## config.mk

```make
export PLATFORM = sky130hd
export DESIGN_NAME = uart_cmd_ctrl
export DESIGN_NICKNAME = d
export VERILOG_FILES = /design/src/rtl/uart_cmd_ctrl.sv
export SDC_FILE = /design/constraint.sdc
export NUM_CORES = 1
export LEC_CHECK = 0
export ABC_AREA = 1
export BUFFER_PORTS_ARGS = -buffer_cell sky130_fd_sc_hd__buf_2
export CAP_MARGIN = 20
export CORE_UTILIZATION = 40
export DETAILED_ROUTE_END_ITERATION = 10
export HOLD_SLACK_MARGIN = 0.15
export PLACE_DENSITY_LB_ADDON = 0.2
export SYNTH_ARGS = -nofsm -noshare
export SYNTH_HDL_FRONTEND = slang
export SYNTH_SLANG_ARGS = --single-unit
```

## constraint.sdc

```tcl
create_clock -name clk -period 70.6 [get_ports clk]
set_clock_uncertainty 0.05 [all_clocks]
set_input_delay 14.12 -clock clk [delete_from_list [all_inputs] [get_ports clk]]
set_output_delay 14.12 -clock clk [all_outputs]
set_load 0.02 [all_outputs]
```

## src/rtl/uart_cmd_ctrl.sv

```systemverilog
`default_nettype none
// ============================================================================
// uart_cmd_ctrl : one-frame-at-a-time command sequencer between the UART frame
//                 buffer, the AES core, the UART transmitter and the cat LEDs.
// Option macro  : UART_CMD_ERR_REPLY_EN (errors answer with an all-'?' frame)
// Revision      : 1.0
// ============================================================================
module uart_cmd_ctrl #(
  parameter int FRAME_BYTES  = 18,
  parameter int AES_TIMEOUT  = 4096,
  parameter int TIMEOUT_BITS = 13
) (
  input  logic                     clk,
  input  logic                     reset,
  input  logic                     frame_valid,
  input  logic [FRAME_BYTES*8-1:0] frame,
  output logic [127:0]             aes_key,
  output logic [127:0]             aes_pt,
  output logic                     aes_start,
  input  logic                     aes_valid,
  input  logic [127:0]             aes_ct,
  input  logic                     tx_busy,
  output logic [FRAME_BYTES*8-1:0] tx_data,
  output logic                     tx_trigger,
  output logic [7:0]               cat_status,
  output logic [7:0]               err_count
);
  localparam int c_FW   = FRAME_BYTES * 8;
  localparam int c_LAST = FRAME_BYTES - 1;
  localparam logic [7:0] c_CMD_AT  = 8'h40;
  localparam logic [7:0] c_CMD_A   = 8'h41;
  localparam logic [7:0] c_CMD_B   = 8'h42;
  localparam logic [7:0] c_CMD_C   = 8'h43;
  localparam logic [7:0] c_ARG_S   = 8'h53;
  localparam logic [7:0] c_ARG_ALL = 8'h60;
`ifdef UART_CMD_ERR_REPLY_EN
  localparam logic [7:0] c_ERR_BYTE = 8'h3F;
`endif
  localparam logic [TIMEOUT_BITS-1:0] c_TMO_LAST = TIMEOUT_BITS'(AES_TIMEOUT - 1);

  typedef enum logic [2:0] {
    S_IDLE     = 3'd0,
    S_CHECK    = 3'd1,
    S_AES_WAIT = 3'd2,
    S_TX_WAIT  = 3'd3,
    S_TX_FIRE  = 3'd4
  } state_t;

  state_t                  r_state, w_next;
  logic [c_FW-1:0]         r_frame_q, r_tx_data, w_status_frame;
  logic [127:0]            r_aes_key, r_aes_pt, r_ct_q;
  logic [7:0]              r_cat, r_err;
  logic                    r_aes_start, r_tx_trigger;
  logic [TIMEOUT_BITS-1:0] r_tmo_cnt;
  logic [7:0]              w_b0, w_b1, w_b2, w_blast;
  logic                    w_term_ok, w_do_a, w_do_b, w_do_c, w_do_ct, w_do_st;
  logic                    w_dec_err, w_aes_done, w_tmo, w_drop;
  logic [2:0]              w_cat_idx;
  logic [1:0]              w_err_inc;
  logic [8:0]              w_err_sum;

  assign w_b0      = r_frame_q[7:0];
  assign w_b1      = r_frame_q[15:8];
  assign w_b2      = r_frame_q[23:16];
  assign w_blast   = r_frame_q[8*c_LAST +: 8];
  assign w_term_ok = (w_blast == w_b0);
  // 'A'..'H' map to LED bits 0..7 through their low three bits minus one
  assign w_cat_idx = w_b1[2:0] - 3'd1;
  assign w_drop    = frame_valid && (r_state != S_IDLE);
  assign w_err_inc = {1'b0, w_drop} + {1'b0, (w_dec_err | w_tmo)};
  assign w_err_sum = {1'b0, r_err} + {7'b0, w_err_inc};

  always_comb begin
    w_status_frame                = '0;
    w_status_frame[7:0]           = c_CMD_AT;
    w_status_frame[15:8]          = r_cat;
    w_status_frame[23:16]         = r_err;
    w_status_frame[8*c_LAST +: 8] = c_CMD_AT;
  end

  always_ff @(posedge clk or posedge reset) begin
    if (reset) r_state <= S_IDLE;
    else       r_state <= w_next;
  end

  always_comb begin
    w_next     = r_state;
    w_do_a     = 1'b0;
    w_do_b     = 1'b0;
    w_do_c     = 1'b0;
    w_do_ct    = 1'b0;
    w_do_st    = 1'b0;
    w_dec_err  = 1'b0;
    w_aes_done = 1'b0;
    w_tmo      = 1'b0;
    case (r_state)
      S_IDLE: if (frame_valid) w_next = S_CHECK;
      S_CHECK: begin
        w_next = S_IDLE;
        case (w_b0)
          c_CMD_A:
            if ((w_b2 == w_b0) && (((w_b1 >= c_CMD_A) && (w_b1 <= 8'h48)) || (w_b1 == c_ARG_ALL)))
              w_do_a = 1'b1;
            else
              w_dec_err = 1'b1;
          c_CMD_B:
            if (w_term_ok) w_do_b = 1'b1;
            else           w_dec_err = 1'b1;
          c_CMD_C:
            if (w_term_ok) begin
              w_do_c = 1'b1;
              w_next = S_AES_WAIT;
            end else begin
              w_dec_err = 1'b1;
            end
          c_CMD_AT:
            if (w_term_ok && (w_b1 == c_CMD_C)) begin
              w_do_ct = 1'b1;
              w_next  = S_TX_WAIT;
            end else if (w_term_ok && (w_b1 == c_ARG_S)) begin
              w_do_st = 1'b1;
              w_next  = S_TX_WAIT;
            end else begin
              w_dec_err = 1'b1;
            end
          default: w_dec_err = 1'b1;
        endcase
      end
      S_AES_WAIT: begin
        if (aes_valid) begin
          w_aes_done = 1'b1;
          w_next     = S_TX_WAIT;
        end else if (r_tmo_cnt == c_TMO_LAST) begin
          w_tmo  = 1'b1;
          w_next = S_IDLE;
        end
      end
      S_TX_WAIT: if (!tx_busy) w_next = S_TX_FIRE;
      S_TX_FIRE: w_next = S_IDLE;
      default:   w_next = S_IDLE;
    endcase
`ifdef UART_CMD_ERR_REPLY_EN
    if (w_dec_err || w_tmo) w_next = S_TX_WAIT;
`endif
  end

  always_ff @(posedge clk or posedge reset) begin
    if (reset) begin
      r_frame_q    <= '0;
      r_tx_data    <= '0;
      r_aes_key    <= '0;
      r_aes_pt     <= '0;
      r_ct_q       <= '0;
      r_cat        <= 8'hFF;
      r_err        <= 8'h00;
      r_aes_start  <= 1'b0;
      r_tx_trigger <= 1'b0;
      r_tmo_cnt    <= '0;
    end else begin
      r_aes_start  <= w_do_c;
      r_tx_trigger <= (r_state == S_TX_WAIT) && !tx_busy;
      r_err        <= w_err_sum[8] ? 8'hFF : w_err_sum[7:0];
      if ((r_state == S_IDLE) && frame_valid) r_frame_q <= frame;
      if (w_do_c)                        r_tmo_cnt <= '0;
      else if (r_state == S_AES_WAIT)    r_tmo_cnt <= r_tmo_cnt + 1'b1;
      if (w_do_a) begin
        if (w_b1 == c_ARG_ALL) r_cat <= 8'hFF;
        else                   r_cat[w_cat_idx] <= 1'b0;
      end
      if (w_do_b) r_aes_key <= r_frame_q[8 +: 128];
      if (w_do_c) r_aes_pt  <= r_frame_q[8 +: 128];
      if (w_aes_done) r_ct_q <= aes_ct;
      // tx_data only loads on leaving CHECK/AES_WAIT, so it is stable while queued
      if (w_do_ct)         r_tx_data <= {c_CMD_C, r_ct_q, c_CMD_C};
      else if (w_do_st)    r_tx_data <= w_status_frame;
      else if (w_aes_done) r_tx_data <= {c_CMD_C, aes_ct, c_CMD_C};
`ifdef UART_CMD_ERR_REPLY_EN
      else if (w_dec_err || w_tmo) r_tx_data <= {FRAME_BYTES{c_ERR_BYTE}};
`endif
    end
  end

  assign aes_key    = r_aes_key;
  assign aes_pt     = r_aes_pt;
  assign aes_start  = r_aes_start;
  assign tx_data    = r_tx_data;
  assign tx_trigger = r_tx_trigger;
  assign cat_status = r_cat;
  assign err_count  = r_err;

endmodule
`default_nettype wire

```

Word level (Yosys, flattened, before mapping)
Cells that the tools add are included.
Storage, ports and cells
  input port bits: 277
  word-level logic and storage cells: 98
  output and inout bits: 418
  flip-flop bits (word level): 706
Operators by class
  bitwise logic cells: 3
  equal/unequal tests: 16
  order comparisons: 4
  add/sub/neg operators: 4
  reductions and logical operators: 16
  mux-type cells: 44
Operators by type and width (count)
  144-bit two-way mux: 3
  8-bit by 7-bit equality test with 1-bit output, second input constant: 7
  1-bit two-way mux: 26
  13-bit two-way mux: 2
  8-bit equality test: 2
  8-bit two-way mux: 2
  13-bit by 1-bit adder with 13-bit output, second input constant: 1
  13-bit by 12-bit equality test with 1-bit output, second input constant: 1
  3-bit two-way mux: 4
  3-bit one-hot mux with 4 select lines: 1
  8-bit by 2-bit adder with 9-bit output: 1
  8-bit bitwise AND: 1
  8-bit by 7-bit greater-or-equal comparator with 1-bit output, second input constant: 1
  8-bit by 7-bit <= comparator with 1-bit output, second input constant: 1
  1-bit logical AND: 8
  8-bit NOT: 1
  3-bit by 2-bit equality test with 1-bit output, second input constant: 2
  2-bit two-way mux: 3
  3-bit nonzero test: 2
  3-bit by 4-bit < comparator with 1-bit output, second input constant: 1
  2-bit inequality test, second input constant: 2
  2-bit one-hot mux with 2 select lines: 1
  1-bit demux with 3-bit select: 1
  3-bit by 1-bit equality test with 1-bit output, second input constant: 1
  other kinds (12): 12

Logic depth before layout (Yosys ltp)
Gate-level depths: netlist of the first run.
  depth in word-level cells: 11
  depth in mapped cells: 18
  mapped depth without buffers: 17

Worst setup path after synthesis of the first run
Ideal clock, no wire load.
  path kind: input -> register
  start: in aes_valid
  end: reg r_err[7], in the netlist err_count[7]
  slack: 54.898 ns
  path buffers: 0
  data arrival time: 15.526 ns
  setup time: 0.126 ns
  required time: 70.424 ns
  cell stages on the path: 10
  cells stage by stage: inv_1 > nand2_1 > nor4_1 > a21oi_1 > nand2_1 > fa_1 > ha_1 > nand2_1 > nor3_1 > o32a_1
Between the ends
  longest elaborated chain between the ends: 6
Ends and longest elaborated chain
  start: declaration: line 20  | input logic aes_valid,
  1-bit two-way mux: line 130  | if (aes_valid) begin
  1-bit two-way mux: line 96  | case (r_state)
  1-bit bitwise OR: line 70  | assign w_err_inc = {1'b0, w_drop} + {1'b0, (w_dec_err | w_tmo)};
  1-bit by 1-bit adder with 2-bit output: line 70
  8-bit by 2-bit adder with 9-bit output: line 71  | assign w_err_sum = {1'b0, r_err} + {7'b0, w_err_inc};
  8-bit two-way mux: line 162  | r_err <= w_err_sum[8] ? 8'hFF : w_err_sum[7:0];
  end signal: assignment: line 162
  end: declaration: line 52  | logic [7:0] r_cat, r_err;
No other way between the ends.
A chain may end at the register's enable or synchronous reset.

Worst setup path in the final report of the first run
  start: in aes_valid
  end: reg r_tx_data[77], in the netlist tx_data[77]
Between the ends
  longest elaborated chain between the ends: 3
Ends and longest elaborated chain
  1-bit two-way mux: line 130
  1-bit two-way mux: line 96
  3-bit nonzero test (no source line)
  end signal: assignment: line 174  | if (w_do_ct) r_tx_data <= {c_CMD_C, r_ct_q, c_CMD_C};
  end signal: assignment: line 175  | else if (w_do_st) r_tx_data <= w_status_frame;
  end signal: assignment: line 176  | else if (w_aes_done) r_tx_data <= {c_CMD_C, aes_ct, c_CMD_C};
  end: declaration: line 50  | logic [c_FW-1:0] r_frame_q, r_tx_data, w_status_frame;
No other way between the ends.

==> results of run 1 <==
-- cell families after synthesis --
group	count (synthesis)
buffers and inverters	666
adder cells (fa/ha/maj)	7
AO/OA/AOI/OAI	514
other	1
flip-flops	692
XOR/XNOR	5
AND/OR/NAND/NOR	1457
-- Yosys cell counts, drive strengths merged --
cell type and number:
a21oi 7, xnor2 1, clkbuf 88, nor3 9, dfstp 8, o21a 1, nand2 939, nand3 120
ha 6, fa 1, o211ai 2, nor2 261, nand3b 3, inv 466, xor2 4, o32a 1
conb 1, a32oi 1, dfrtp 684, or2 2, nor4 2, nor3b 1, and2 3, a31o 1
o21ai 501, nand4 116, and3 1, buf 112
-- power breakdown --
| part | internal (mW) | total, mW | switching (mW) |
|---|---|---|---|
| Sequential | 0.514 | 0.571 | 0.0565 |
| Clock | 0.245 | 0.417 | 0.172 |
| Combinational | 0.111 | 0.345 | 0.233 |
-- sequential cells by signal, summed over array words and instances, names as in the netlist, 3 cells and up --
signal and count:
r_frame_q 144, tx_data 130, aes_key 128, aes_pt 128, r_ct_q 128, r_tmo_cnt 13
cat_status 8, err_count 8, r_state 3
-- through the flow --
| step | setup slack [ns] | power, mW |
|---|---|---|
| after floorplan | 37.04 | 0.807 |
| after global placement | 53.80 | 0.916 |
| after detailed placement | 53.72 | 0.924 |
| after CTS | 54.39 | 1.35 |
| after global routing | 54.10 | 1.42 |
| final | 54.35 | 1.33 |
-- worst max-delay path, cell delays in order --
cell and delay (ns):
sky130_fd_sc_hd__buf_2 0.08, sky130_fd_sc_hd__inv_1 0.09, sky130_fd_sc_hd__nor2_4 0.67, sky130_fd_sc_hd__inv_6 0.49
sky130_fd_sc_hd__buf_4 0.59, sky130_fd_sc_hd__nor2_1 0.26, sky130_fd_sc_hd__inv_1 0.06, sky130_fd_sc_hd__nand2_1 0.07
sky130_fd_sc_hd__nand2_1 0.07, sky130_fd_sc_hd__nand2_1 0.06, sky130_fd_sc_hd__inv_1 0.04
-- routing by layer --
layer  vias up  wire (um)  global-route usage (%)  share of wire [%]
met3       147       4660                    5.41                5.6
met2       518      39700                    36.4                 48
met1     10856      36200                    29.8                 43
li1      11604          -                       -                  -
met5         -         70                       0              0.084
met4        12       2700                    8.48                3.2
-- area by class of cell --
| type | count | area (um2) |
|---|---|---|
| repair buffers | 706 | 3650 |
| well taps | 940 | 1180 |
| fillers | 6793 | 35100 |
| diodes | 13 | 32.5 |
| flip-flops and latches | 692 | 17300 |
| clock buffers | 110 | 2260 |
| inverters | 466 | 1760 |
| clock inverters | 34 | 415 |
| multi-input cells | 1993 | 8800 |
-- how the worst max path moves through the flow --
stage / start / endpoint / slack, ns / cells past startpoint
after floorplan: reset / aes_key[0] / 37.04 / 1
after global placement: aes_valid / tx_data[109] / 53.80 / 11
after detailed placement: aes_valid / tx_data[77] / 53.72 / 11
after CTS: aes_valid / tx_data[77] / 54.39 / 11
after global routing: aes_valid / tx_data[117] / 54.10 / 11
final: aes_valid / tx_data[77] / 54.35 / 11
==> impl_metrics.env, run 1 <==
export IMPL_vias=23137
export IMPL_cts_tree="yes"
export IMPL_holdBufCountCts=0
export IMPL_grt_use_total_pct=22.7
export IMPL_timing_critical_path_arrival_ns=16.71
export IMPL_syn_to_final_growth_pct=23.3
export IMPL_main_combinational_cell_family_by_area_after_synthesis="simple AND/OR/NAND/NOR gates"
export IMPL_status="completed"
export IMPL_numPortBuffers=684
export IMPL_max_slew_headroom_pct=22.3
export IMPL_layout_common_cells="939 x sky130_fd_sc_hd__nand2_1, 684 x sky130_fd_sc_hd__dfrtp_1, 684 x sky130_fd_sc_hd__buf_2"
export IMPL_final_design_area_no_fill_mm2=0.0354
export IMPL_power_density_mw_per_mm2=37.6
export IMPL_synth_compound_area_share_pct=9.04
export IMPL_die_area_mm2=0.0729
export IMPL_worst_ep_required_time_ns=71.06
export IMPL_drive_above_1_share_pct=21.5
export IMPL_clock_tree_root_cell="sky130_fd_sc_hd__clkbuf_16"
export IMPL_min_from="tx_data[53]"
export IMPL_grt_setup_unrepaired="no"
export IMPL_holdCritPathClass="flip-flop to flip-flop"
export IMPL_dr_first_iter_drc_count=1689
export IMPL_worstRegToRegCells=11
export IMPL_critical_path_reg2reg_startpoint="r_frame_q[1]"
export IMPL_dp_hpwl_um=55000
export IMPL_clock_path_buffers=3
export IMPL_muxShareOfSynthArea_pct=0
export IMPL_endpoint_kind="flip-flop"
export IMPL_share_of_synthesized_area_occupied_by_flip_flops_and_latches_pct=60.3
export IMPL_min_period_ns=16.25
export IMPL_dominant_cell_type_by_area_after_synthesis="sky130_fd_sc_hd__dfrtp_1"
export IMPL_cts_repair_timing_setup_buffer_count=0
export IMPL_grt_first_pass_wirelength_um=131000
export IMPL_timing_worst_slew_pin_value_ns=1.17
export IMPL_drt_antenna_violating_nets=0
export IMPL_chipWidth_um=270
export IMPL_worst_setup_hold_path_clk_slew_ns=0.06
export IMPL_min_to="tx_data[53]"
export IMPL_routed_wirelength_um=83400
export IMPL_ys_ff_latch=692
export IMPL_netlist_area_pre_place_mm2=0.0287
export IMPL_hold_path_depth=2
export IMPL_remaining_drc_errors=0
export IMPL_worst_setup_path_start_kind="primary input"
export IMPL_core_area_mm2=0.0705
export IMPL_grt_start_max_net_pins=242
export IMPL_setup_violations=0
export IMPL_timing_max_cap_violations=0
export IMPL_worstSkewPairLatency_ns=0.63
export IMPL_synth_area_per_cell_um2=8.59
export IMPL_setup_reg_to_reg_worst_slack_ns=66.74
export IMPL_synth_cell_types=37
export IMPL_synth_adder_area_share_pct=0.331
export IMPL_cts_resized=0
export IMPL_grt_pass1_vias=22537
export IMPL_leakage_nw=19.1
export IMPL_h_tree_level_count=3
export IMPL_period_share_pct=23.0
export IMPL_instances_no_fill=4954
export IMPL_synth_area_leaders="sky130_fd_sc_hd__dfrtp_1 60%, sky130_fd_sc_hd__nand2_1 12%, sky130_fd_sc_hd__inv_1 6.1%"
export IMPL_critical_path_reg2reg_endpoint="aes_key[74]"
export IMPL_finalWeightedCongestion=0.826
export IMPL_setup_tns_ns=0
export IMPL_io_pin_count=695
export IMPL_firstDrtPassIters=5
export IMPL_post_drt_wl_per_cell_um=16.8
export IMPL_layout_cells_most_common="sky130_fd_sc_hd__nand2_1"
export IMPL_hold_slack_ns=0.420
export IMPL_clock_sinks=692
export IMPL_maxClockFrequency_mhz=61.5
export IMPL_fin_util_pct=50.2
export IMPL_numPlacedInstances=4796
export IMPL_crit_type="primary input to flip-flop"
export IMPL_largest_voltage_drop_on_the_vdd_net_mv=0.0267
export IMPL_die_height_um=270
export IMPL_yosysWarnings=0
export IMPL_syn_inst=3342
export IMPL_yosys_area_top_type_share_pct=59.6
export IMPL_critical_path_peak_fanout=118
export IMPL_finalHoldViolations=0
export IMPL_viasPerCell=4.67
export IMPL_post_synth_and_or_nand_nor_area_fraction_pct=20.9
export IMPL_layout_nets=4221
export IMPL_cts_buffers=78
export IMPL_placementRows=97
export IMPL_grt_overflow=0
export IMPL_grt_antenna_before_repair=19
export IMPL_drv_slew=0
export IMPL_start_util_pct=40.7
export IMPL_postPlaceCellArea_mm2=0.0327
export IMPL_yosys_area_share_xor_xnor_pct=0.152
Power figures use the tool's default switching activity.
==> run 2: changes to the inputs <==
- clock period: 70.6 -> 14.2 ns (I/O delays scaled with it)
==> run 2 against run 1 <==
Net effect: worst setup slack got worse by 45 ns; design area about the same; first-iteration DRC count up 1.9%; via count increased by 1.0%; final cell count up 0.12%; combinational power grew to 5.0 times the previous value; global-route usage increased by 0.10 points; clock power increased to 4.8 times the previous value; routed wire length grew 0.39%; die area is the same.
==> impl_metrics.env, run 2 (synthesized netlist as in run 1, its figures left out) <==
export IMPL_status="completed"
export IMPL_period_share_pct=35.8
export IMPL_worst_setup_path_start_kind="primary input"
export IMPL_drive_above_1_share_pct=21.2
export IMPL_timing_max_cap_violations=0
export IMPL_finalWeightedCongestion=0.836
export IMPL_dr_first_iter_drc_count=1721
export IMPL_cts_buffers=76
export IMPL_drv_slew=0
export IMPL_endpoint_kind="flip-flop"
export IMPL_instances_no_fill=4960
export IMPL_holdBufCountCts=0
export IMPL_start_util_pct=40.7
export IMPL_min_from="tx_data[65]"
export IMPL_grt_use_total_pct=22.8
export IMPL_numPortBuffers=684
export IMPL_clock_path_buffers=3
export IMPL_firstDrtPassIters=5
export IMPL_report_power_total_mw=6.56
export IMPL_grt_pass1_vias=22243
export IMPL_leakage_nw=19.1
export IMPL_drt_antenna_violating_nets=0
export IMPL_setup_tns_ns=0
export IMPL_syn_to_final_growth_pct=23.3
export IMPL_layout_cells_most_common="sky130_fd_sc_hd__nand2_1"
export IMPL_grt_antenna_before_repair=22
export IMPL_cts_resized=0
export IMPL_worstSkewPairLatency_ns=0.63
export IMPL_io_pin_count=695
export IMPL_timing_worst_slew_pin_value_ns=1.09
export IMPL_cts_tree="yes"
export IMPL_finalHoldViolations=0
export IMPL_min_period_ns=5.08
export IMPL_layout_common_cells="939 x sky130_fd_sc_hd__nand2_1, 684 x sky130_fd_sc_hd__dfrtp_1, 684 x sky130_fd_sc_hd__buf_2"
export IMPL_max_flop_register="r_frame_q"
export IMPL_placementRows=97
export IMPL_cts_repair_timing_setup_buffer_count=0
export IMPL_remaining_drc_errors=0
export IMPL_die_height_um=270
export IMPL_critical_path_reg2reg_startpoint="r_frame_q[1]"
export IMPL_layout_filler_cells=6883
export IMPL_grt_setup_unrepaired="no"
export IMPL_largest_register_ff_count=144
export IMPL_grt_first_pass_wirelength_um=131000
export IMPL_maxClockFrequency_mhz=197
export IMPL_worst_setup_hold_path_clk_slew_ns=0.06
export IMPL_core_area_mm2=0.0705
export IMPL_worst_ep_required_time_ns=14.61
export IMPL_crit_type="primary input to flip-flop"
export IMPL_timing_critical_path_arrival_ns=5.49
export IMPL_clock_sinks=692
export IMPL_die_area_mm2=0.0729
export IMPL_viasPerCell=4.71
export IMPL_vias=23379
export IMPL_chipWidth_um=270
export IMPL_layout_nets=4229
export IMPL_h_tree_level_count=3
export IMPL_numPlacedInstances=4803
export IMPL_grt_overflow=0
export IMPL_holdCritPathClass="flip-flop to flip-flop"
export IMPL_grt_start_max_net_pins=189
export IMPL_power_density_mw_per_mm2=185
export IMPL_setup_violations=0
export IMPL_routed_wirelength_um=83700
export IMPL_origin_of_the_worst_setup_path="aes_valid"
export IMPL_max_slew_headroom_pct=27.6
export IMPL_largest_voltage_drop_on_the_vdd_net_mv=0.105
export IMPL_clock_tree_root_cell="sky130_fd_sc_hd__clkbuf_16"
export IMPL_critical_path_peak_fanout=111
export IMPL_dp_hpwl_um=55700
export IMPL_post_drt_wl_per_cell_um=16.9
run 2: cell types whose count changed in the layout (fill, tap and decap cells not counted), sizes merged:
cell,delta
buf,+11
clkbuf,+7
clkinv,-16
clkinvlp,+3
diode,+2
inv,-1
run 2: final cells by class:
class                           instances  area (um2)  area share (%)
Timing Repair Buffer                  716        3780            10.7
Clock inverter                         20         310           0.876
Sequential cell                       692       17300            48.9
Clock buffer                          118        2220            6.27
Inverter                              466        1760            4.97
Multi-Input combinational cell       1993        8800            24.8
Tap cell                              940        1180            3.32
Antenna cell                           15        37.5           0.106
run 2: where the power goes:
group          leakage [nW]  switching, mW  total, mW  internal [mW]
sequential             8.69          0.285       2.84           2.56
clock                  1.22          0.821       2.00           1.18
combinational          9.15           1.17       1.72          0.556
run 2: per-stage QoR:
stage	setup slack (ns)	util (%)	hold slack, ns	instance area, um2
2_1_floorplan	1.85	-	0.392	28800
3_3_place_gp	8.42	46.4	0.404	32700
3_5_place_dp	8.46	46.4	0.409	32700
4_1_cts	9.12	50.0	0.424	35300
5_1_grt	8.91	50.2	0.445	35400
6_report	9.12	50.2	0.418	35400
run 2: path summary, 6_finish.rpt:
kind                          endpoint  slack, ns  cells past startpoint
setup / recovery            r_state[1]       9.12                      8
hold / removal             tx_data[65]       0.42                      2
setup reg to reg           aes_key[63]       9.92                     13
hold reg to reg            tx_data[65]       0.42                      2
max in group asynchronous   r_state[2]       9.37                      5
min in group asynchronous  tx_data[80]       2.37                      3
run 2: worst max-delay path, cell delays in order:
cell and delay, ns:
sky130_fd_sc_hd__buf_2 0.09, sky130_fd_sc_hd__inv_1 0.11, sky130_fd_sc_hd__nor2_4 0.07, sky130_fd_sc_hd__inv_6 0.60, sky130_fd_sc_hd__buf_4 0.90, sky130_fd_sc_hd__nand2_1 0.15
sky130_fd_sc_hd__inv_1 0.47, sky130_fd_sc_hd__nand3b_1 0.12
run 2: layer usage:
metal / vias to the layer above / wire (um) / track usage (%)
met5: - / 93 / 0
met4: 14 / 3440 / 11.3
met3: 175 / 4560 / 5.08
met2: 589 / 39500 / 35.4
met1: 10970 / 36100 / 30.0
li1: 11631 / - / -
==> run 3: changes to the inputs <==
- clock period: 14.2 -> 5.2 ns (I/O delays scaled with it)
==> run 3 against run 2 <==
Net effect: register-to-register slack got worse by 8.0 ns; sequential cell count did not move; critical path type is now flip-flop to flip-flop; sequential share of layout area decreased by 0.22 points; clock power grew to 2.9 times the previous value; utilization grew 0.23 points; via count increased by 0.77%; largest power group unchanged; design area grew 0.45%; sequential power grew to 2.7 times the previous value; combinational power rose to 2.7 times the previous value; power rose to 2.8 times the previous value; global-route usage up 0.077 points; routed wire length up 0.66%.
==> impl_metrics.env, run 3 (synthesized netlist as in run 1, its figures left out) <==
export IMPL_cts_tree="yes"
export IMPL_grt_use_total_pct=22.8
export IMPL_grt_antenna_before_repair=19
export IMPL_critical_path_peak_fanout=28
export IMPL_clock_tree_root_cell="sky130_fd_sc_hd__clkbuf_16"
export IMPL_critical_path_reg2reg_startpoint="r_frame_q[0]"
export IMPL_vias=23559
export IMPL_layout_common_cells="939 x sky130_fd_sc_hd__nand2_1, 684 x sky130_fd_sc_hd__dfrtp_1, 684 x sky130_fd_sc_hd__buf_2"
export IMPL_globalRouteMet2Util_pct=37.0
export IMPL_grt_start_max_net_pins=224
export IMPL_die_area_mm2=0.0729
export IMPL_holdBufCountCts=0
export IMPL_clock_sinks=692
export IMPL_viasPerCell=4.75
export IMPL_h_tree_level_count=3
export IMPL_holdCritPathClass="flip-flop to flip-flop"
export IMPL_numPortBuffers=684
export IMPL_remaining_drc_errors=0
export IMPL_die_height_um=270
export IMPL_min_period_ns=3.30
export IMPL_dr_first_iter_drc_count=1704
export IMPL_busiest_layer="met2"
export IMPL_max_slew_headroom_pct=31.2
export IMPL_io_pin_count=695
export IMPL_worstRegToRegCells=16
export IMPL_worst_setup_path_start_kind="flip-flop"
export IMPL_endpoint_kind="flip-flop"
export IMPL_report_power_total_mw=18.2
export IMPL_drt_antenna_violating_nets=0
export IMPL_drive_above_1_share_pct=21.5
export IMPL_grt_setup_unrepaired="no"
export IMPL_origin_of_the_worst_setup_path="r_frame_q[0]"
export IMPL_chipWidth_um=270
export IMPL_power_density_mw_per_mm2=513
export IMPL_timing_critical_path_arrival_ns=3.74
export IMPL_worstSkewPairLatency_ns=0.63
export IMPL_placementRows=97
export IMPL_cts_repair_timing_setup_buffer_count=0
export IMPL_clock_path_buffers=3
export IMPL_hold_path_depth=2
export IMPL_crit_path_end="err_count[7]"
export IMPL_timing_max_cap_violations=0
export IMPL_core_area_mm2=0.0705
export IMPL_leakage_nw=19.1
export IMPL_maxClockFrequency_mhz=303
export IMPL_dp_hpwl_um=57000
export IMPL_finalWeightedCongestion=0.837
export IMPL_finalHoldViolations=0
export IMPL_firstDrtPassIters=5
export IMPL_max_flop_register="r_frame_q"
export IMPL_cts_buffers=75
export IMPL_grt_overflow=0
export IMPL_period_share_pct=63.4
export IMPL_grt_first_pass_wirelength_um=131000
export IMPL_setup_reg_to_reg_worst_slack_ns=1.90
export IMPL_layout_nets=4232
export IMPL_drv_slew=0
export IMPL_timing_worst_slew_pin_value_ns=1.03
export IMPL_routed_wirelength_um=84300
export IMPL_largest_voltage_drop_on_the_vdd_net_mv=0.352
export IMPL_worst_ep_required_time_ns=5.64
export IMPL_start_util_pct=40.7
export IMPL_crit_type="flip-flop to flip-flop"
export IMPL_largest_register_ff_count=144
export IMPL_worst_setup_hold_path_clk_slew_ns=0.07
export IMPL_post_drt_wl_per_cell_um=17.0
export IMPL_grtUsageMet1_pct=29.8
export IMPL_setup_violations=0
export IMPL_globalRouteMet3Util_pct=5.12
export IMPL_critical_path_reg2reg_endpoint="err_count[7]"
export IMPL_layout_cells_most_common="sky130_fd_sc_hd__nand2_1"
export IMPL_hold_slack_ns=0.419
export IMPL_cts_resized=0
export IMPL_syn_to_final_growth_pct=23.8
export IMPL_grt_pass1_vias=22399
export IMPL_status="completed"
==> run 3: worst min-delay path by stage <==
stage,slack [ns],endpoint,start
after floorplan,0.39,r_ct_q[0],r_ct_q[0]
after global placement,0.40,tx_data[48],tx_data[48]
after detailed placement,0.41,tx_data[48],tx_data[48]
after CTS,0.42,tx_data[46],tx_data[46]
after global routing,0.44,tx_data[33],tx_data[33]
final,0.42,tx_data[46],tx_data[46]
==> run 3: critical path: stages (launching register included) <==
cell	delay (ns)
sky130_fd_sc_hd__dfrtp_1	0.51
sky130_fd_sc_hd__inv_2	0.12
sky130_fd_sc_hd__nand2_1	0.07
sky130_fd_sc_hd__nand2_1	0.05
sky130_fd_sc_hd__nor2_1	0.09
sky130_fd_sc_hd__nand2_1	0.09
sky130_fd_sc_hd__nor2_4	0.58
sky130_fd_sc_hd__o21ai_0	0.19
sky130_fd_sc_hd__nand2_1	0.10
sky130_fd_sc_hd__nand2_1	0.05
sky130_fd_sc_hd__nand2_1	0.08
sky130_fd_sc_hd__nand2_1	0.06
sky130_fd_sc_hd__fa_1	0.41
sky130_fd_sc_hd__ha_1	0.21
sky130_fd_sc_hd__nand2_1	0.11
sky130_fd_sc_hd__nor3_1	0.08
sky130_fd_sc_hd__o32a_1	0.32
==> run 3: stage by stage <==
step / area (um2) / setup TNS (ns) / instances / setup WS (ns) / utilization, %
final: 35600 / 0 / 4960 / 1.90 / 50.4
after global routing: 35600 / 0 / 4959 / 1.47 / 50.4
after CTS: 35500 / 0 / 4949 / 1.89 / 50.4
after detailed placement: 32900 / 0 / 4811 / 1.75 / 46.6
after global placement: 32900 / 0 / 4811 / 1.83 / 46.6
after floorplan: 28800 / -3683.20 / 3351 / -5.35 / -
==> run 3: report_power, final <==
part | internal, mW | leakage [nW] | total [mW] | switching [mW]
clock | 3.46 | 1.29 | 5.76 | 2.30
combinational | 1.53 | 9.17 | 4.70 | 3.17
sequential | 6.98 | 8.69 | 7.78 | 0.799
total | 12.0 | 19.1 | 18.2 | 6.27
==> run 3: area by class of cell <==
cell class                      instances  area [um2]
Clock buffer                          109        2150
Timing Repair Buffer                  720        3820
Tap cell                              940        1180
Fill cell                            6832       34900
Clock inverter                         29         508
Multi-Input combinational cell       1993        8800
Inverter                              466        1760
Sequential cell                       692       17300
Antenna cell                           11        27.5
==> run 3: metal layers <==
metal  share of wire (%)  vias up
met2                  48      582
met4                 3.5       12
li1                    -    11644
met5               0.091        -
met3                 5.7      154
met1                  43    11167
